===== src/rtl/serial_alu_pkg.sv =====
// rtl/serial_alu_pkg.sv - shared op codes and sequencer state type for the serial ALU
package serial_alu_pkg;

  localparam logic [1:0] OP_AND = 2'b00;
  localparam logic [1:0] OP_OR  = 2'b01;
  localparam logic [1:0] OP_XOR = 2'b10;
  localparam logic [1:0] OP_ADD = 2'b11;

  typedef enum logic [1:0] {
    IDLE = 2'd0,
    RUN  = 2'd1,
    DONE = 2'd2
  } state_t;

endpackage


===== src/rtl/serial_alu_slice.sv =====
// rtl/serial_alu_slice.sv - combinational 1-bit ALU slice (and/or/xor/add)
module serial_alu_slice
  import serial_alu_pkg::*;
(
  input  logic a,
  input  logic b,
  input  logic cin,
  input  logic f1,
  input  logic f0,
  output logic res,
  output logic cout
);

  // Select the bit function; carry only propagates for ADD
  always_comb begin
    res  = 1'b0;
    cout = 1'b0;
    case ({f1, f0})
      OP_AND: res = a & b;
      OP_OR:  res = a | b;
      OP_XOR: res = a ^ b;
      OP_ADD: begin
        res  = a ^ b ^ cin;
        cout = (a & b) | (a & cin) | (b & cin);
      end
      default: begin
        res  = 1'b0;
        cout = 1'b0;
      end
    endcase
  end

endmodule


===== src/rtl/serial_alu_seq.sv =====
// rtl/serial_alu_seq.sv - word-level sequencer driving one shared 1-bit ALU slice LSB first
module serial_alu_seq
  import serial_alu_pkg::*;
#(
  parameter int WIDTH = 8
) (
  input  logic             clk,
  input  logic             rst_n,
  input  logic             start_valid,
  output logic             start_ready,
  input  logic [1:0]       op,
  input  logic [WIDTH-1:0] a,
  input  logic [WIDTH-1:0] b,
  input  logic             cin_init,
  output logic             done_valid,
  input  logic             done_ready,
  output logic [WIDTH-1:0] result,
  output logic             cout
);

  localparam int CW = (WIDTH > 1) ? $clog2(WIDTH) : 1;

  state_t           state;
  logic [1:0]       op_q;
  logic [WIDTH-1:0] a_sh;
  logic [WIDTH-1:0] b_sh;
  logic [WIDTH-1:0] res_sh;
  logic [WIDTH-1:0] res_sh_nxt;
  logic             carry;
  logic [CW-1:0]    cnt;
  logic             s_res;
  logic             s_cout;
  logic             accept;
  logic             last_bit;

  serial_alu_slice u_slice (
    .a    (a_sh[0]),
    .b    (b_sh[0]),
    .cin  (carry),
    .f1   (op_q[1]),
    .f0   (op_q[0]),
    .res  (s_res),
    .cout (s_cout)
  );

  // A finishing result can be consumed and a new op accepted on the same edge
  assign start_ready = (state == IDLE) | ((state == DONE) & done_ready);
  assign accept      = start_valid & start_ready;
  assign last_bit    = (cnt == CW'(WIDTH - 1));

  // Next result shift value: slice output enters at the MSB, LSB-first bits settle into place
  always_comb begin
    res_sh_nxt            = res_sh >> 1;
    res_sh_nxt[WIDTH-1]   = s_res;
  end

  // Sequencer FSM with shift registers, bit counter and registered outputs
  always_ff @(posedge clk or negedge rst_n) begin
    if (!rst_n) begin
      state      <= IDLE;
      op_q       <= 2'b00;
      a_sh       <= '0;
      b_sh       <= '0;
      res_sh     <= '0;
      carry      <= 1'b0;
      cnt        <= '0;
      done_valid <= 1'b0;
      result     <= '0;
      cout       <= 1'b0;
    end else if (accept) begin
      state      <= RUN;
      op_q       <= op;
      a_sh       <= a;
      b_sh       <= b;
      carry      <= (op == OP_ADD) & cin_init;
      cnt        <= '0;
      done_valid <= 1'b0;
    end else if (state == RUN) begin
      a_sh   <= a_sh >> 1;
      b_sh   <= b_sh >> 1;
      res_sh <= res_sh_nxt;
      carry  <= s_cout;
      if (last_bit) begin
        cnt        <= '0;
        result     <= res_sh_nxt;
        cout       <= s_cout;
        done_valid <= 1'b1;
        state      <= DONE;
      end else begin
        cnt <= cnt + CW'(1);
      end
    end else if ((state == DONE) && done_ready) begin
      done_valid <= 1'b0;
      state      <= IDLE;
    end else if ((state != IDLE) && (state != DONE)) begin
      state <= IDLE;
    end
  end

endmodule

===== config.mk =====
export PLATFORM = sky130hd
export DESIGN_NAME = serial_alu_seq
export DESIGN_NICKNAME = d
export VERILOG_FILES = /design/src/rtl/serial_alu_pkg.sv /design/src/rtl/serial_alu_slice.sv /design/src/rtl/serial_alu_seq.sv
export SDC_FILE = /design/constraint.sdc
export NUM_CORES = 1
export LEC_CHECK = 0
export CAP_MARGIN = 20
export CORE_ASPECT_RATIO = 1.5
export CORE_UTILIZATION = 54
export CTS_CLUSTER_DIAMETER = 150
export DETAILED_ROUTE_END_ITERATION = 7
export HOLD_SLACK_MARGIN = 0.1
export MAX_ROUTING_LAYER = met4
export PLACE_DENSITY_LB_ADDON = 0.25
export RECOVER_POWER = 25
export SYNTH_ARGS = -nofsm -noshare
export SYNTH_HDL_FRONTEND = slang
export SYNTH_SLANG_ARGS = --single-unit

===== constraint.sdc =====
create_clock -name clk -period 5 [get_ports clk]
set_input_delay 0.75 -clock clk [delete_from_list [all_inputs] [get_ports clk]]
set_output_delay 0.75 -clock clk [all_outputs]
set_load 0.1 [all_outputs]

Word level (Yosys, flattened, before mapping) --
Index checks and enable logic that the tools add are counted.
Cells by class: $add $sub $neg 1, equality and inequality tests 9, multiplexer cells 20, bitwise operators 13, reductions and logical operators 12
Operators by type and width (number):
- 2-to-1 mux 8 bit | 4
- 2-to-1 mux 2 bit | 5
- 2-to-1 mux 3 bit | 3
- == test 2 bit (second input constant) | 4
- 2-to-1 mux 1 bit | 7
- bitwise AND 1 bit | 6
- AND reduction 2 bit | 3
- == test 2 x 1 -> 1 bit (second input constant) | 2
- logical NOT 2 bit | 2
- OR 1 bit | 4
- case mux 1 bit (4 select lines) | 1
- nonzero test 2 bit | 2
- nonzero test 4 bit | 1
- adder 3 x 1 -> 3 bit (second input constant) | 1
- == test 3 bit (second input constant) | 1
- != test 3 bit (second input constant) | 1
- AND reduction 3 bit | 1
- nonzero test 3 bit | 1
- logical AND 1 bit | 2
- != test 2 bit (second input constant) | 1
- bitwise XOR 1 bit | 2
- NOT 1 bit | 1
Word-level totals: flip-flop bits (word level) 42, input port bits 23, output and inout bits 11, word-level logic and storage cells 65

Depth between registers and ports, before layout --
Gate-level depths: netlist of the first run.
depth in word-level cells 6, depth in mapped cells 6, depth with buffers taken out 5

By module --
Synthesis of the first run repeated with hierarchy kept, for this count alone.
Second synthesis, totals: cells, all modules 156, area, all modules 1825.5 um^2
By module, submodules not included:
- serial_alu_seq | times used 1, cells an instance 148, area each 1739.2 um^2, seq. area each 1026.0 um^2
- serial_alu_slice | times used 1, cells an instance 8, area each 86.3 um^2, seq. area each 0.0 um^2

Worst setup path after synthesis of the first run --
Ideal clock, no wire load.
path kind input port to output port, from input port done_ready, to output port start_ready, data arrival time 2.043 ns, required time 4.250 ns, setup slack 2.207 ns, stages 2, path buffers 0, cells stage by stage nor2b_1 nor2_1
On the way: cells in the longest elaborated chain, start to end 2
RTL lines:
- start: declaration | line serial_alu_seq.sv:16 | input logic done_ready,
- bitwise AND 1 bit | line serial_alu_seq.sv:47 | assign start_ready = (state == IDLE) | ((state == DONE) & done_ready);
- OR 1 bit | line serial_alu_seq.sv:47
- end: declaration | line serial_alu_seq.sv:10 | output logic start_ready,
No other way between the ends.

Final worst setup path of the first run --
Same ends and word-level chain as after synthesis.

==> results_tabular.tex, run 1 <==
\begin{tabular}{lr}
\hline
Metric & Value \\
\hline
\multicolumn{2}{l}{\textbf{Route}} \\
Wirelength per Cell & 16.3 um \\
Vias per cell & approximately 5.7 \\
Top metal layer carrying routed signals & met4 \\
Wire length reported by the detailed router & $\sim$3700 um \\
Routed metal-1 wirelength & roughly 1600 um \\
Sum of met3 wire segment lengths after detailed routing & 114 um \\
Wire length on met2 & 1930 um \\
Drt initial violations & 27 \\
Via total after detailed routing & 1285 \\
DR pass1 iterations & 4 \\
Antenna violation net count after detailed routing & 0 \\
Remaining DRCs & 0 \\
\multicolumn{2}{l}{\textbf{CTS}} \\
Max clock buf depth & 2 \\
Number of instances resized during post-cts repair & 0 \\
Number of sinks handled by clock tree synthesis & 41 \\
Worst-skew pair later-pin latency & $\sim$0.29 ns \\
Total CTS buffers & 5 \\
H-tree depth & 2 \\
Cell at the root of the clock tree & clkbuf\_8 \\
CTS Hold Bufs & 0 \\
Buffers inserted by post-CTS timing repair & 0 \\
Clock tree from TritonCTS & yes \\
Clock slew seen by the registers of the worst setup and hold paths & around 0.080 ns \\
\multicolumn{2}{l}{\textbf{Setup path}} \\
Crit path cell chain & clkdlybuf4s50\_1 > nor2b\_1 > nor2\_1 > clkdlybuf4s50\_1 \\
Critical Path Start Type & primary input \\
Cell repeated most along the worst path & clkdlybuf4s50\_1 \\
Slowest stage cell, crit path & clkdlybuf4s50\_1 \\
Worst path required time & 4.25 ns \\
CP peak stage delay & 1.15 ns \\
Arrival time of data at the critical path endpoint & about 2.5 ns \\
Peak fanout along the critical path & 2 \\
Type of the worst setup path & in -> out \\
Flop2flop setup slack & about 3.2 ns \\
Kind of capture point of the worst setup path & output port \\
\multicolumn{2}{l}{\textbf{Pwr}} \\
Register share of total power & 34.8\% \\
Internal & 0.926 mW \\
Cell Pwr Density & 737 mW/mm\^{}2 \\
Logic gate share of total power & 50.1\% \\
Switching power total & 0.749 mW \\
Share of power burned in the clock network & $\sim$15\% \\
Worst supply voltage drop on vdd & 0.535 mV \\
P\_leak & approximately 1.1 nW \\
Switching Share & 44.7\% \\
\multicolumn{2}{l}{\textbf{Global routing}} \\
Combined global-route utilization of all metal layers & between 20\% and 30\% \\
Number of global-route vias before repair & 1399 \\
Wire length of the first global-routing pass & 6400 um \\
Maximum number of pins on one net before global-route repair & 42 \\
Gr ovfl total & 0 \\
Antenna violations before repair & 0 \\
\multicolumn{2}{l}{\textbf{STA}} \\
Clock skew after layout & between 0.005 and 0.006 ns \\
Minimum period implied by the final worst setup slack & $\sim$3.3 ns \\
Final hold viol count & 0 \\
Max Clk Rate & 306 MHz \\
Final clock period utilization by the worst path & 65.4\% \\
\# setup viols final & 0 \\
Sum of negative setup slack & 0 ns \\
Number of pins with negative max-slew slack in the final report & 42 \\
Actual slew at the worst max-slew pin & around 2.1 ns \\
Setup repair after global routing missed its margin & no \\
Normalized max-slew margin & -40.0\% \\
\multicolumn{2}{l}{\textbf{Finish}} \\
Multi-input combinational cell area & 734 sq um \\
Number of fill cells in the layout & around 250 \\
Finished Cell Area & around 0.0023 sq mm \\
Number of nets at the end of the flow & 214 \\
\# diodes & 0 \\
Layout cells sized above 1 & between 10\% and 20\% \\
Area added between synthesis and finish & 21.9\% \\
Final Util & 70.5\% \\
FF/Latch Area & 0.00103 sq mm \\
Filler-free cell count of the finished design & 226 \\
\multicolumn{2}{l}{\textbf{Synth}} \\
Synthesized Nets & approximately 180 \\
Post-Synthesis Cell Area & 0.00186 sq mm \\
Share of synthesized registers carrying an async set or reset & 100\% \\
Unique cell type count in the Yosys netlist & 28 \\
Yosys Warn Count & 0 \\
Number of flops mapped to enable cells by yosys & 0 \\
Number of flip-flops and latches in the synthesized netlist & 41 \\
Sequential cell area fraction in the yosys report & 55.0\% \\
Cell types with the highest counts after synthesis & dfrtp\_1, nand2\_1, a221o\_1, and3\_1, mux2\_2 \\
Most used flip-flop cell after synthesis & dfrtp\_1 \\
Cell with the most instances after synthesis & dfrtp\_1 \\
Library cell with the largest summed area after synthesis & dfrtp\_1 \\
Top area cells in the synthesized netlist & dfrtp\_1, a221o\_1, mux2\_2, nand2\_1, and3\_1 \\
Gate Count Post-Synth & 155 \\
Average cell area after synthesis & 12.0 sq um \\
Fraction of post-synthesis cell area in the top cell type by area & a little under three fifths \\
\multicolumn{2}{l}{\textbf{Placement}} \\
Cell count after placement & 218 \\
Placed instance area & 0.00215 sq mm \\
HPWL reported at the end of detailed placement & 2500 um \\
Final estimated routing congestion in global placement & 0.737 \\
IO Port Bufs & 33 \\
\multicolumn{2}{l}{\textbf{Die}} \\
Chip Width & 50.0 um \\
I/O pins & 34 \\
Initial core utilization & 57.9\% \\
Height of the chip & 74.0 um \\
Std-Cell Core Area & 0.00322 sq mm \\
Die Outline Area & between 0.003 and 0.004 sq mm \\
Count of standard-cell rows & 25 \\
\multicolumn{2}{l}{\textbf{Run status}} \\
Violated checks & capacitance limit, slew limit \\
Result of the run & complete, but fails checks \\
\multicolumn{2}{l}{\textbf{Worst hold path}} \\
Min-delay worst type & reg -> reg \\
\multicolumn{2}{l}{\textbf{Run}} \\
Max capacitance violation total & 1 \\
\hline
\end{tabular}
## power groups by stage
stage | clock, mW | sequential, mW | combinational, mW
after global placement | 0 | 0.581 | 0.796
after floorplan | 0 | 0.825 | 0.408
after detailed placement | 0 | 0.588 | 0.828
final | 0.252 | 0.583 | 0.840
after CTS | 0.258 | 0.584 | 0.833
after global routing | 0.271 | 0.604 | 0.897
## kinds of logic after synthesis
family / Yosys count / share of synthesized area (%)
simple gates: 54 / 14.3
buf+inv: 14 / 5.70
compound gates: 29 / 13.0
mux: 12 / 8.26
flops: 41 / 55.0
fa+ha+maj: 5 / 3.76
## cells in the final DEF (no fill, tap or decap)
master	netlist	final
buf_4	1	1
a21oi_4	1	1
nor3_1	1	1
fa_1	1	1
mux2_2	9	9
nor2b_2	0	1
a22o_1	1	1
a21o_1	1	1
bufinv_16	0	1
nor2b_1	4	3
and3_1	12	12
o21bai_1	1	1
o31ai_1	2	2
clkbuf_8	0	5
a2bb2oi_1	1	1
clkinv_2	0	1
mux2_4	2	2
ha_1	4	4
a221o_1	12	12
and2_4	1	1
nand3b_1	2	2
clkbuf_1	0	1
nor2_1	3	3
nand3_1	4	4
nand2_1	25	25
nand2b_1	2	2
mux4_2	1	1
inv_1	3	3
a32oi_1	2	2
o21ai_0	8	8
buf_8	0	1
clkdlybuf4s50_1	0	32
dfrtp_1	41	41
## worst max-delay path: cells and delay by family
kind / cells / cell delay (ns)
buf+inv: 2 / 1.62
simple gates: 2 / 0.14
## metal layers
metal  GRT usage (%)  vias up
met5               -        -
met4            9.84        0
met3            6.54        4
met2            41.1       23
met1            27.4      647
li1                -      611
## cell type report
class | instances | share of cell area (%)
repair buffers | 35 | 15.3
clock buffers | 5 | 3.03
well taps | 40 | 2.20
clock inverters | 2 | 1.54
flip-flops and latches | 41 | 45.2
multi-input cells | 100 | 32.3
inverters | 3 | 0.496
## per-stage QoR
step / hold slack [ns] / power [mW] / worst slack, ns
floorplan: 0.442 / 1.23 / 2.21
global placement: 0.458 / 1.38 / 1.77
detailed placement: 0.467 / 1.42 / 1.73
CTS: 0.495 / 1.68 / 1.72
global route: 0.533 / 1.77 / 1.70
finish: 0.491 / 1.68 / 1.73
## flip-flops by register name (all words and copies together), names as in the netlist, 2 cells and up
name / cells
cnt: 3
result: 8
op_q: 2
res_sh: 7
state: 2
b_sh: 8
a_sh: 8
## path summary, 6_finish.rpt
check / from / end / cells after the start
min reg2reg: res_sh[1] / res_sh[1] / 2
min: res_sh[1] / res_sh[1] / 2
max reg2reg: carry / res_sh[7] / 3
max: done_ready / start_ready / 4
min in group asynchronous: rst_n / b_sh[3] / 1
max in group asynchronous: rst_n / a_sh[7] / 1
No activity file was read; power rests on OpenSTA's default activity.
==> run 2: changes to the inputs <==
--- a/config.mk
+++ b/config.mk
@@ -7,7 +7,7 @@
 export LEC_CHECK = 0
 export CAP_MARGIN = 20
 export CORE_ASPECT_RATIO = 1.5
-export CORE_UTILIZATION = 54
+export CORE_UTILIZATION = 46
 export CTS_CLUSTER_DIAMETER = 150
 export DETAILED_ROUTE_END_ITERATION = 7
 export HOLD_SLACK_MARGIN = 0.1
==> constraint.sdc (replaced) <==
create_clock -name clk -period 2.95 [get_ports clk]
set_input_delay 0.4425 -clock clk [delete_from_list [all_inputs] [get_ports clk]]
set_output_delay 0.4425 -clock clk [all_outputs]
set_load 0.1 [all_outputs]
==> results_tabular.tex, run 2 (synthesis results as in run 1) <==
\begin{tabular}{lr}
\hline
Metric & Value \\
\hline
\multicolumn{2}{l}{\textbf{Setup path}} \\
Cells on worst reg2reg path & 3 (unchanged) \\
Peak fanout along the critical path & 21 (was 2) \\
Capture point of the worst reg-to-reg path & b\_sh[4] (was res\_sh[7]) \\
Worst path required time & 3.13 ns (was 4.25 ns) \\
Kind of capture point of the worst setup path & register (was output port) \\
Flop2flop setup slack & 1.10 ns (was 3.19 ns) \\
Critical register-to-register path startpoint & state[0] (was carry) \\
Type of the worst setup path & reg -> reg (was in -> out) \\
Capturing element of the worst setup path & b\_sh[4] (was start\_ready) \\
Critical Path Start Type & register (was primary input) \\
Critical Path Start & state[0] (was done\_ready) \\
Arrival time of data at the critical path endpoint & 2.02 ns (was 2.52 ns) \\
\multicolumn{2}{l}{\textbf{Pwr}} \\
P\_leak & 1.11 nW (was 1.07 nW) \\
Total Power Consumption & 2.90 mW (was 1.68 mW) \\
Cell Pwr Density & 1270 mW/mm\^{}2 (was 737 mW/mm\^{}2) \\
Worst supply voltage drop on vdd & 0.941 mV (was 0.535 mV) \\
\multicolumn{2}{l}{\textbf{STA}} \\
Minimum period implied by the final worst setup slack & about 1.8 ns \\
Normalized max-slew margin & 39.4\% (was -40.0\%) \\
Final clock period utilization by the worst path & 62.6\% \\
\# setup viols final & 0 (unchanged) \\
Worst-case setup margin in the final layout & 1.10 ns (was 1.73 ns) \\
Sum of negative setup slack & 0 ns (unchanged) \\
Final hold viol count & 0 (unchanged) \\
Clock skew after layout & 0.00230 ns (was 0.00502 ns) \\
Number of pins with negative max-slew slack in the final report & 0 (was 42) \\
Max Clk Rate & 542 MHz \\
Setup repair after global routing missed its margin & no (unchanged) \\
Actual slew at the worst max-slew pin & 0.904 ns (was 2.10 ns) \\
Worst hold slack after final layout & 0.264 ns (was 0.491 ns) \\
\multicolumn{2}{l}{\textbf{CTS}} \\
CTS Hold Bufs & 0 (unchanged) \\
Buffers inserted by post-CTS timing repair & 0 (unchanged) \\
Number of sinks handled by clock tree synthesis & 41 (unchanged) \\
Total CTS buffers & 5 (unchanged) \\
H-tree depth & 2 (unchanged) \\
Clock tree from TritonCTS & yes (unchanged) \\
Worst-skew pair later-pin latency & 0.29 ns (about the same) \\
Cell at the root of the clock tree & clkbuf\_8 (unchanged) \\
Number of instances resized during post-cts repair & 0 (unchanged) \\
Clock slew seen by the registers of the worst setup and hold paths & 0.08 ns (about the same) \\
Max clock buf depth & 2 (unchanged) \\
\multicolumn{2}{l}{\textbf{Finish}} \\
Final Util & 58.2\% (was 70.5\%) \\
\# diodes & 0 (unchanged) \\
FF/Latch Area & 0.00103 sq mm (unchanged) \\
Layout cells sized above 1 & 20.2\% (was 12.9\%) \\
Area added between synthesis and finish & 22.4\% (was 21.9\%) \\
Most common library cell in the layout ignoring fill and taps & dfrtp\_1 (unchanged) \\
Leading registers by flop count & a\_sh (8), b\_sh (8), result (8) (unchanged) \\
Number of nets at the end of the flow & 215 (was 214) \\
Multi-input combinational cell area & 734 sq um (unchanged) \\
Most frequent cells in the layout & dfrtp\_1, nand2\_1, clkdlybuf4s50\_1 (was dfrtp\_1, clkdlybuf4s50\_1, nand2\_1) \\
Number of fill cells in the layout & 330 (was 245) \\
\multicolumn{2}{l}{\textbf{Route}} \\
Drt initial violations & 35 (was 27) \\
Remaining DRCs & 0 (unchanged) \\
Via total after detailed routing & 1330 (was 1285) \\
Sum of met3 wire segment lengths after detailed routing & 193 um (was 114 um) \\
Routed metal-1 wirelength & 1540 um (was 1580 um) \\
Wirelength per Cell & 15.8 um (was 16.3 um) \\
Wire length reported by the detailed router & 3670 um (was 3680 um) \\
Antenna violation net count after detailed routing & 0 (unchanged) \\
DR pass1 iterations & 4 (unchanged) \\
Wire length on met2 & 1880 um (was 1930 um) \\
Vias per cell & 5.71 (was 5.69) \\
Top metal layer carrying routed signals & met4 (unchanged) \\
\multicolumn{2}{l}{\textbf{Die}} \\
Chip Width & 54.0 um (was 50.0 um) \\
Initial core utilization & 47.5\% (was 57.9\%) \\
I/O pins & 34 (unchanged) \\
Height of the chip & 80.0 um (was 74.0 um) \\
Die Outline Area & 0.00432 sq mm (was 0.00370 sq mm) \\
Std-Cell Core Area & 0.00392 sq mm (was 0.00322 sq mm) \\
Count of standard-cell rows & 28 (was 25) \\
\multicolumn{2}{l}{\textbf{Global routing}} \\
Combined global-route utilization of all metal layers & 18.9\% (was 24.4\%) \\
Number of global-route vias before repair & 1296 (was 1399) \\
Wire length of the first global-routing pass & 5670 um (was 6400 um) \\
Gr ovfl total & 0 (unchanged) \\
Antenna violations before repair & 0 (unchanged) \\
Maximum number of pins on one net before global-route repair & 42 (unchanged) \\
\multicolumn{2}{l}{\textbf{Run}} \\
Max capacitance violation total & 0 (was 1) \\
\multicolumn{2}{l}{\textbf{Placement}} \\
IO Port Bufs & 33 (unchanged) \\
Final estimated routing congestion in global placement & 0.745 (was 0.737) \\
HPWL reported at the end of detailed placement & 2490 um (was 2500 um) \\
Worst setup slack after placement & 0.871 ns (was 1.73 ns) \\
\multicolumn{2}{l}{\textbf{Run status}} \\
Result of the run & finished, final reports clean (was complete, but fails checks) \\
\multicolumn{2}{l}{\textbf{Worst hold path}} \\
Min-delay worst type & in -> async (was reg -> reg) \\
\hline
\end{tabular}
run 2: power breakdown:
part / switching [mW] / internal [mW] / leakage (nW)
Combinational: 0.900 / 0.471 / 0.523
Clock: 0.197 / 0.336 / 0.0681
Sequential: 0.178 / 0.817 / 0.518
run 2: how the worst min path moves through the flow:
stage,to,slack [ns],cells past startpoint
after floorplan,a_sh[0],0.15,0
after global placement,res_sh[1],0.46,2
after detailed placement,res_sh[1],0.47,2
after CTS,state[0],0.30,1
after global routing,b_sh[1],0.34,1
final,b_sh[2],0.26,1
run 2: final cells by class:
cell class	instances	area share (%)
well taps	45	2.47
multi-input cells	100	32.2
repair buffers	36	14.0
inverters	3	0.493
clock buffers	5	3.02
flip-flops and latches	41	45.0
clock inverters	3	2.85
run 2: through the flow:
stage	instance area (sq um)	instances
detailed placement	2150	225
finish	2280	233
global placement	2150	225
CTS	2280	233
floorplan	1860	155
global route	2280	233
run 2: routing by layer:
metal  vias to the layer above  global-route usage (%)
met5                         -                       -
met4                         0                    6.92
met3                         7                    5.71
met2                        33                    31.6
met1                       669                    20.6
li1                        621                       -
run 2: worst max-delay path, cell delays in order (launching register included):
cell,delay [ns]
dfrtp_1,0.43
nor2b_2,0.77
a21oi_4,0.17
a221o_1,0.35
==> run 3: changes to the inputs <==
--- a/config.mk
+++ b/config.mk
@@ -7,7 +7,7 @@
 export LEC_CHECK = 0
 export CAP_MARGIN = 20
 export CORE_ASPECT_RATIO = 1.5
-export CORE_UTILIZATION = 46
+export CORE_UTILIZATION = 51
 export CTS_CLUSTER_DIAMETER = 150
 export DETAILED_ROUTE_END_ITERATION = 7
 export HOLD_SLACK_MARGIN = 0.1
==> constraint.sdc (replaced) <==
create_clock -name clk -period 1.9 [get_ports clk]
set_input_delay 0.285 -clock clk [delete_from_list [all_inputs] [get_ports clk]]
set_output_delay 0.285 -clock clk [all_outputs]
set_load 0.1 [all_outputs]
==> results_tabular.tex, run 3 (synthesis results as in run 1) <==
\begin{tabular}{lr}
\hline
Metric & Value \\
\hline
\multicolumn{2}{l}{\textbf{Run status}} \\
Result of the run & finished, final reports clean (unchanged) \\
\multicolumn{2}{l}{\textbf{Placement}} \\
Worst setup slack after placement & 0.114 ns (was 0.871 ns) \\
HPWL reported at the end of detailed placement & 2680 um (was 2490 um) \\
Final estimated routing congestion in global placement & 0.758 (was 0.745) \\
Placed instance area & 0.00219 sq mm (was 0.00215 sq mm) \\
Cell count after placement & 226 (was 225) \\
IO Port Bufs & 33 (unchanged) \\
\multicolumn{2}{l}{\textbf{Pwr}} \\
Logic gate share of total power & 50.5\% (was 47.3\%) \\
Register share of total power & 35.3\% (was 34.3\%) \\
Internal & 2.38 mW (was 1.62 mW) \\
Total Power Consumption & 4.38 mW (was 2.90 mW) \\
Switching Share & 45.6\% (was 44.0\%) \\
Cell Pwr Density & 1910 mW/mm\^{}2 (was 1270 mW/mm\^{}2) \\
Switching power total & 2.00 mW (was 1.27 mW) \\
Worst supply voltage drop on vdd & 1.48 mV (was 0.941 mV) \\
P\_leak & 1.12 nW (was 1.11 nW) \\
Share of power burned in the clock network & 14.2\% (was 18.4\%) \\
\multicolumn{2}{l}{\textbf{Finish}} \\
Area added between synthesis and finish & 23.3\% (was 22.4\%) \\
Most frequent cells in the layout & dfrtp\_1, nand2\_1, clkdlybuf4s50\_1 (unchanged) \\
Number of nets at the end of the flow & 220 (was 215) \\
Finished Cell Area & 0.00230 sq mm (was 0.00228 sq mm) \\
Leading registers by flop count & a\_sh (8), b\_sh (8), result (8) (unchanged) \\
Layout cells sized above 1 & 22.3\% (was 20.2\%) \\
Final Util & 66.7\% (was 58.2\%) \\
Most common library cell in the layout ignoring fill and taps & dfrtp\_1 (unchanged) \\
Filler-free cell count of the finished design & 235 (was 233) \\
\# diodes & 0 (unchanged) \\
\multicolumn{2}{l}{\textbf{Global routing}} \\
Maximum number of pins on one net before global-route repair & 42 (unchanged) \\
Gr ovfl total & 0 (unchanged) \\
Antenna violations before repair & 0 (unchanged) \\
Wire length of the first global-routing pass & 6210 um (was 5670 um) \\
Number of global-route vias before repair & 1339 (was 1296) \\
Combined global-route utilization of all metal layers & 22.2\% (was 18.9\%) \\
\multicolumn{2}{l}{\textbf{CTS}} \\
H-tree depth & 2 (unchanged) \\
Cell at the root of the clock tree & clkbuf\_8 (unchanged) \\
Buffers inserted by post-CTS timing repair & 0 (unchanged) \\
Total CTS buffers & 5 (unchanged) \\
Clock slew seen by the registers of the worst setup and hold paths & 0.08 ns (about the same) \\
Worst-skew pair later-pin latency & 0.29 ns (about the same) \\
Number of sinks handled by clock tree synthesis & 41 (unchanged) \\
Number of instances resized during post-cts repair & 0 (unchanged) \\
Clock tree from TritonCTS & yes (unchanged) \\
Max clock buf depth & 2 (unchanged) \\
\multicolumn{2}{l}{\textbf{Die}} \\
Count of standard-cell rows & 26 (was 28) \\
Height of the chip & 76.1 um (was 80.0 um) \\
Initial core utilization & 54.1\% (was 47.5\%) \\
I/O pins & 34 (unchanged) \\
Die Outline Area & 0.00391 sq mm (was 0.00432 sq mm) \\
Std-Cell Core Area & 0.00345 sq mm (was 0.00392 sq mm) \\
Chip Width & 51.4 um (was 54.0 um) \\
\multicolumn{2}{l}{\textbf{Setup path}} \\
Critical Path Start Type & register (unchanged) \\
Arrival time of data at the critical path endpoint & 1.98 ns (was 2.02 ns) \\
Peak fanout along the critical path & 3 (was 21) \\
Kind of capture point of the worst setup path & register (unchanged) \\
Type of the worst setup path & reg -> reg (unchanged) \\
Worst path required time & 2.08 ns (was 3.13 ns) \\
\multicolumn{2}{l}{\textbf{Route}} \\
Via total after detailed routing & 1312 (was 1330) \\
DR pass1 iterations & 6 (was 4) \\
Remaining DRCs & 0 (unchanged) \\
Drt initial violations & 64 (was 35) \\
Wirelength per Cell & 16.2 um (was 15.8 um) \\
Antenna violation net count after detailed routing & 0 (unchanged) \\
Wire length reported by the detailed router & 3810 um (was 3670 um) \\
Vias per cell & 5.58 (was 5.71) \\
\multicolumn{2}{l}{\textbf{STA}} \\
Final hold viol count & 0 (unchanged) \\
\# setup viols final & 0 (unchanged) \\
Setup repair after global routing missed its margin & no (unchanged) \\
Number of pins with negative max-slew slack in the final report & 0 (unchanged) \\
Worst-case setup margin in the final layout & 0.0987 ns (was 1.10 ns) \\
Sum of negative setup slack & 0 ns (unchanged) \\
Max Clk Rate & 555 MHz (was 542 MHz) \\
Clock skew after layout & 0.00253 ns (was 0.00230 ns) \\
Worst hold slack after final layout & 0.493 ns (was 0.264 ns) \\
Minimum period implied by the final worst setup slack & 1.80 ns (was 1.85 ns) \\
Final clock period utilization by the worst path & 94.8\% (was 62.6\%) \\
Actual slew at the worst max-slew pin & 0.984 ns (was 0.904 ns) \\
Normalized max-slew margin & 34.4\% (was 39.4\%) \\
\multicolumn{2}{l}{\textbf{Run}} \\
Max capacitance violation total & 0 (unchanged) \\
\multicolumn{2}{l}{\textbf{Worst hold path}} \\
Min-delay worst type & reg -> reg (was in -> async) \\
\hline
\end{tabular}
[run 3: changes by cell type in the layout (fill, tap and decap cells not counted), sizes merged]
cell         before  now
clkbuf            5    8
buf              15   18
dlygate4sd3       0    1
bufinv            2    0
[run 3: timing repair]
action	4_1_cts	5_1_grt
hold endpoints to repair	41	0
hold buffers	1	0
endpoints found under the setup margin	0	0
[run 3: routing by layer]
layer  wire length (um)  GRT usage (%)
met5                  0              -
met4                 72           8.92
met3                158           5.19
met2               1990           37.5
met1               1590           24.3
[run 3: area by class of cell]
class                      instances  area (sq um)
fill                             289          1150
sequential                        41          1030
multi-input combinational        100           737
timing repair buffer              41           370
clock buffer                       7          96.3
tap                               42          52.6
inverter                           3          11.3
clock inverter                     1          5.00
[run 3: worst paths after layout]
check | to | cells after the start | slack [ns] | startpoint
setup / recovery | res_sh[7] | 3 | 0.1 | b_sh[0]
hold / removal | cout | 2 | 0.49 | cout
setup reg to reg | res_sh[7] | 3 | 0.1 | b_sh[0]
hold reg to reg | cout | 2 | 0.49 | cout
max in group asynchronous | op_q[0] | 3 | 0.53 | rst_n
min in group asynchronous | state[1] | 3 | 0.76 | rst_n
[run 3: worst max-delay path, cell delays in order (launching register included)]
cell and delay, ns:
dfrtp_1 0.42, fa_1 0.46, mux4_2 0.53, mux2_2 0.28
[run 3: power groups by stage]
stage               clock network [mW]  registers [mW]  logic, mW
CTS                              0.641            1.55       2.23
detailed placement                   0            1.56       2.22
floorplan                            0            2.17       1.08
global route                     0.671            1.60       2.36
global placement                     0            1.54       2.14
finish                           0.621            1.55       2.22
